$ cat config.mk
export PLATFORM = sky130hd
export DESIGN_NAME = instr_fetch_unit
export DESIGN_NICKNAME = d
export VERILOG_FILES = /design/src/rtl/instr_fetch_unit.sv
export SDC_FILE = /design/constraint.sdc
export NUM_CORES = 1
export LEC_CHECK = 0
export CAP_MARGIN = 20
export CORE_MARGIN = 2
export CORE_UTILIZATION = 44
export CTS_CLUSTER_DIAMETER = 100
export CTS_CLUSTER_SIZE = 24
export DETAILED_ROUTE_END_ITERATION = 12
export HOLD_SLACK_MARGIN = 0.1
export PLACE_DENSITY_LB_ADDON = 0.1
export SYNTH_ARGS = -nofsm -noshare
export SYNTH_HDL_FRONTEND = slang
export SYNTH_SLANG_ARGS = --single-unit
$ cat constraint.sdc
create_clock -name clk -period 2.4 [get_ports clk]
set_input_delay 0.24 -clock clk [delete_from_list [all_inputs] [get_ports clk]]
set_output_delay 0.24 -clock clk [all_outputs]
set_load 0.01 [all_outputs]
$ cat src/rtl/instr_fetch_unit.sv
// Instruction fetch stage: owns the PC, reads the instruction RAM and
// hands captured words to decode over a valid/ready handshake.
module instr_fetch_unit #(
  parameter int unsigned          ADDR_W   = 16,
  parameter int unsigned          DATA_W   = 16,
  parameter logic [ADDR_W-1:0]    RESET_PC = '0
) (
  input  logic              clk,
  input  logic              rst_n,
  input  logic              start,
  input  logic [ADDR_W-1:0] start_addr,
  input  logic              jump_en,
  input  logic [ADDR_W-1:0] jump_addr,
  input  logic              halt,
  output logic [ADDR_W-1:0] mem_addr,
  output logic              mem_rd,
  input  logic [DATA_W-1:0] mem_data,
  output logic [DATA_W-1:0] ir,
  output logic [ADDR_W-1:0] ir_pc,
  output logic              ir_valid,
  input  logic              ir_ready,
  output logic              busy,
  output logic [15:0]       fetch_count
);

  typedef enum logic {
    IDLE,
    FETCH
  } state_t;

  state_t              state_q, state_d;
  logic [ADDR_W-1:0]   addr_d;
  logic [DATA_W-1:0]   ir_d;
  logic [ADDR_W-1:0]   pc_d;
  logic                vld_d;
  logic [15:0]         cnt_d;

  always_ff @(posedge clk or negedge rst_n) begin
    if (!rst_n) begin
      state_q     <= IDLE;
      mem_addr    <= RESET_PC;
      ir          <= '0;
      ir_pc       <= '0;
      ir_valid    <= 1'b0;
      fetch_count <= '0;
    end else begin
      state_q     <= state_d;
      mem_addr    <= addr_d;
      ir          <= ir_d;
      ir_pc       <= pc_d;
      ir_valid    <= vld_d;
      fetch_count <= cnt_d;
    end
  end

  // Priority: halt > jump > start > capture.
  always_comb begin
    state_d = state_q;
    addr_d  = mem_addr;
    ir_d    = ir;
    pc_d    = ir_pc;
    vld_d   = ir_valid;
    cnt_d   = fetch_count;
    unique case (state_q)
      IDLE: begin
        if (halt) begin
          vld_d = 1'b0;
        end else if (start) begin
          state_d = FETCH;
          addr_d  = start_addr;
          cnt_d   = '0;
          vld_d   = 1'b0;
        end
      end
      FETCH: begin
        if (halt) begin
          state_d = IDLE;
          vld_d   = 1'b0;
        end else if (jump_en) begin
          // word on mem_data belongs to the old PC; drop it
          addr_d = jump_addr;
          vld_d  = 1'b0;
        end else if (!ir_valid || ir_ready) begin
          ir_d   = mem_data;
          pc_d   = mem_addr;
          vld_d  = 1'b1;
          addr_d = mem_addr + 1'b1;
          if (fetch_count != 16'hFFFF)
            cnt_d = fetch_count + 16'd1;
        end
      end
      default: begin
        state_d = IDLE;
      end
    endcase
  end

  assign mem_rd = (state_q == FETCH);
  assign busy   = (state_q == FETCH);

endmodule

* Yosys cells after proc, flatten, opt, wreduce, memory -nomap -nowiden
Index checks and enable logic that the tools add are counted.
Storage, ports and cells: bits of input ports 54, register bits 66, word-level logic and storage cells 50, output and inout port bits 67
Cells by class: add/subtract/negate cells 2, equal/unequal tests 10, mux-type cells 23, bitwise logic cells 3, reductions and logical operators 6
Operators with widths (number):
- 16-bit 2-to-1 mux | 11
- 16-bit one-hot mux with 2 select lines | 2
- 16-bit by 1-bit adder with 16-bit output, second input constant | 2
- 16-bit inequality test, second input constant | 1
- 1-bit 2-to-1 mux | 8
- 2-bit inequality test, second input constant | 4
- 4-bit AND reduction | 2
- 6-bit AND reduction | 1
- 2-bit by 1-bit inequality test with 1-bit output, second input constant | 2
- 4-bit by 3-bit inequality test with 1-bit output, second input constant | 1
- 1-bit one-hot mux with 2 select lines | 2
- 3-bit by 2-bit inequality test with 1-bit output, second input constant | 1
- 3-bit inequality test, second input constant | 1
- 1-bit inverter | 3
- 2-bit AND reduction | 1
- 1-bit logical NOT | 1
- 1-bit logical OR | 1

* Longest topological paths before layout
word-level depth 6, gate-level depth with buffers 8, gate-level depth less buffers 6

* Worst setup path after synthesis
Ideal clock, no wire load.
path kind register -> register, from reg fetch_count[0], to reg fetch_count[10], clock period less this slack 1664 ps, stages on the path, launching flop included 6, setup slack 736 ps, required time 2313 ps, setup time 87 ps, arrival 1578 ps, buffers on the path 0, cells stage by stage dfrtp_1 ha_1 nand3_2 or3_1 or3_1 o211ai_1
Between the ends: longest elaborated chain between the ends 6, elaborated cells between the ends (all ways) 9, those cells by class 1 x add/sub; 2 x eq/ne; 5 x mux; 1 x reduce/logical
RTL lines:
- start: declaration | RTL line 23 | output logic [15:0] fetch_count
- start signal: assignment | RTL line 52 | fetch_count <= cnt_d;
- 16-bit by 1-bit adder with 16-bit output | RTL line 89 | cnt_d = fetch_count + 16'd1;
- 16-bit 2-to-1 mux | RTL line 88 | if (fetch_count != 16'hFFFF)
- 16-bit 2-to-1 mux | RTL line 83 | end else if (!ir_valid || ir_ready) begin
- 16-bit 2-to-1 mux | RTL line 79 | end else if (jump_en) begin
- 16-bit 2-to-1 mux | RTL line 76 | if (halt) begin
- 16-bit one-hot mux with 2 select lines | RTL line 64 | unique case (state_q)
Several ways; a longest one is shown, not always the timed one. The select of a mux whose other input is x is not followed. A chain may end at the register's enable or synchronous reset.

* Worst setup path after layout
Ends and elaborated chain as after synthesis.

==> results.md <==
- Slowest-stage cell, CP: dfrtp_1
- Initial antenna violation count: 0
- Dominant synthesized flop cell: dfrtp_1
- Switching part of the total: 29.4%
- P&R area growth vs syn: 46.0%
- Sequential fraction of the synthesis area: 48.4%
- Largest net degree at the start of global routing: 41
- CP max FO: 7
- Setup TNS: 0 ps
- Overall Global Routing Usage: 23.3%
- Area fraction of the dominant cell type after synthesis: 48.4%
- Die Height: 92.1 um
- Final Setup Violations: 0
- Reg2reg setup slack: 370 ps
- Synth Area per Inst: 9.18 um^2
- DRC viols: 0
- Filler cell count: 642
- Placed Area: 0.00474 mm^2
- Worst Path Class, Setup: flip-flop to flip-flop
- RSZ-0062 raised after global routing: false
- ANT cells: 0
- Seq pwr share: 40.6%
- Most used standard cell by instance count after synthesis: nand2_1
- Routed WL: 9650 um
- Vias in the first global route: 3,203
- Post-DP HPWL: 6860 um
- FF-to-FF Start: fetch_count[0]
- CP top delay family: simple AND/OR/NAND/NOR gates
- Psw: 0.00110 W
- FP Rows: 32
- Peak supply drop: 0.394 mV
- Clock Pin Slew Worst Setup and Hold Paths: 80 ps
- First-pass GRT wire length: 15,800 um
- Unique masters post-synth: 58
- Share of layout cells above drive strength 1: 10.8%
- Deepest clock path buffer count: 2
- Area of the multi-input gates: 0.00163 mm^2
- Synth area leaders: dfrtp_1 48%, nand2_1 8.5%, mux2_2 4.6%
- Core area: 0.00761 mm^2
- Reg2Reg Depth: 6
- Hold_sp: mem_data[0]
- Worst Setup SP: fetch_count[0]
- Vias: 3,328
- Syn nets: 428
- DRT Pass-1 Iters: 4
- Critical path endpoint category: flip-flop
- Sequential cell area: 0.00165 mm^2
- Tcrit/Tclk final: 84.7%
- Minimum clock period: 2030 ps
- Critical path data required time: 2610 ps
- Worst skew pair latency: 340 ps
- List of most frequent post-synthesis cells: 77 x nand2_1, 66 x dfrtp_1, 29 x a21oi_1
- Routed len/inst: 16.1 um
- Final-report max-slew violation count: 0
- RD Place Congestion: 0.864
- Pwr Total: 0.00374 W
- Async set-reset flop share out of synthesis: 100%
- Final Core Density: 65.6%
- Slew @ Worst Pin: 692 ps
- Design Area, Final: 0.00499 mm^2
- Crit-path cells: ha_1 -> nand3_2 -> nor4_4 -> nand2_1 -> o21ai_2 -> o211ai_1
- Hold path cells: 3
- IO buf count: 120
- Worst path max stage delay: 470 ps
- Synth warn: 0
- Leakage: 2.12 nW
- FMAX: 492 MHz
- Number of routed nets with antenna violations: 0
- Worst reg2reg path endpoint: fetch_count[10]
- Via density: 5.54
- Initial core utilization: 44.9%
- Worst EP arrival: 2240 ps
- Hold endpoint: ir[0]
- Max transition margin: 53.9%
- Endpoints failing hold: 0
- # clock sinks: 66
- Die width: 92.1 um
- Status: finished clean
- Logic gate share of total power: 28.5%
- CTS root buf: clkbuf_8
- Synthesized cell area: 0.00342 mm^2
- Min-Delay Path Class: input pin to flip-flop
- Crit path buf inv count: 0
- Pwr Density: 750 mW/mm^2
- Congestion Overflow GR: 0
- Pre-CTS setup slack: 303 ps
- Nets@finish: 550
- Startpoint types: flip-flop
- CTS H-Tree Depth: 3
- Num CTS Buffers: 9
- Die area: 0.00848 mm^2
- Setup ws final: 367 ps
- Drt first-iter violations: 190
- Clock share of power: 30.9%
- Largest area contributor in the netlist: dfrtp_1
- Max-cap check violation count: 0
- Internal Power: 0.00264 W
- Clock skew: 7.99 ps
- EDFF count, synth: 0
- Synthesized instance count: 372
- Ports: 121
- CTS tree: yes
- Flop and latch count out of synthesis: 66
==> cell usage in the layout (no fill, tap or decap), types with 8 or more instances in the layout <==
cell	synthesis	layout
clkdlybuf4s50_1	0	119
nand2_1	77	77
dfrtp_1	66	66
a21oi_1	29	29
o21ai_0	24	24
nor2_1	21	21
mux2_2	14	14
nand3_1	12	12
clkbuf_8	0	9
buf_4	2	8
==> worst max-delay path by stage <==
stage                                 end  slack (ps)  cells past startpoint
after global routing       fetch_count[8]         230                      6
after detailed placement  fetch_count[12]         300                      7
final                     fetch_count[10]         370                      6
after CTS                  fetch_count[8]         360                      6
after floorplan           fetch_count[10]         740                      5
after global placement    fetch_count[15]         310                      6
==> metal layers <==
layer | vias to the layer above | wire, um | global-route usage, %
li1 | 1572 | - | -
met1 | 1604 | 4130 | 31.4
met2 | 139 | 4700 | 38.2
met3 | 13 | 667 | 3.37
met4 | 0 | 158 | 9.08
met5 | - | 0 | 0
==> logic make-up after synthesis <==
| family | count (synthesis) | share of synthesized area, % |
|---|---|---|
| simple gates | 145 | 20.0 |
| compound gates | 105 | 19.2 |
| flops | 66 | 48.4 |
| buf+inv | 28 | 3.92 |
| mux | 18 | 5.79 |
| xor+xnor | 8 | 2.05 |
| fa+ha+maj | 2 | 0.732 |
==> metrics by stage <==
stage	instances	hold slack (ps)
final	601	422
after floorplan	372	-55.6
after global placement	584	325
after global routing	601	420
after CTS	601	417
after detailed placement	584	321
==> flip-flops by register name (all words and copies together), names as in the netlist <==
name         cells
ir_pc           16
ir              16
fetch_count     16
ir_valid         1
mem_addr        16
busy             1
==> power groups by stage <==
| stage | sequential, W | combinational, W | clock (W) |
|---|---|---|---|
| floorplan | 0.00159 | 0.000354 | 0 |
| global placement | 0.00153 | 0.00105 | 0 |
| detailed placement | 0.00154 | 0.00107 | 0 |
| CTS | 0.00152 | 0.00108 | 0.00116 |
| global route | 0.00155 | 0.00116 | 0.00122 |
| finish | 0.00152 | 0.00107 | 0.00116 |
==> worst register-to-register path, stage by stage, from the launching register on <==
cell,delay [ps]
dfrtp_1,470
ha_1,250
nand3_2,180
nor4_4,340
nand2_1,170
o21ai_2,330
o211ai_1,160
==> layout make-up <==
class                      count  share of cell area, %
tap                          102                   2.56
inverter                       8                  0.627
timing repair buffer         131                   26.2
multi-input combinational    278                   32.7
clock buffer                  10                   2.56
sequential                    66                   33.1
clock inverter                 6                   2.28
==> timing repair <==
item / in CTS / in global routing
gates resized for setup: 0 / 0
hold buffers: 1 / 0
endpoints found under the hold margin: 26 / 0
setup buffers: 0 / 0
No activity file was read; power rests on OpenSTA's default activity.
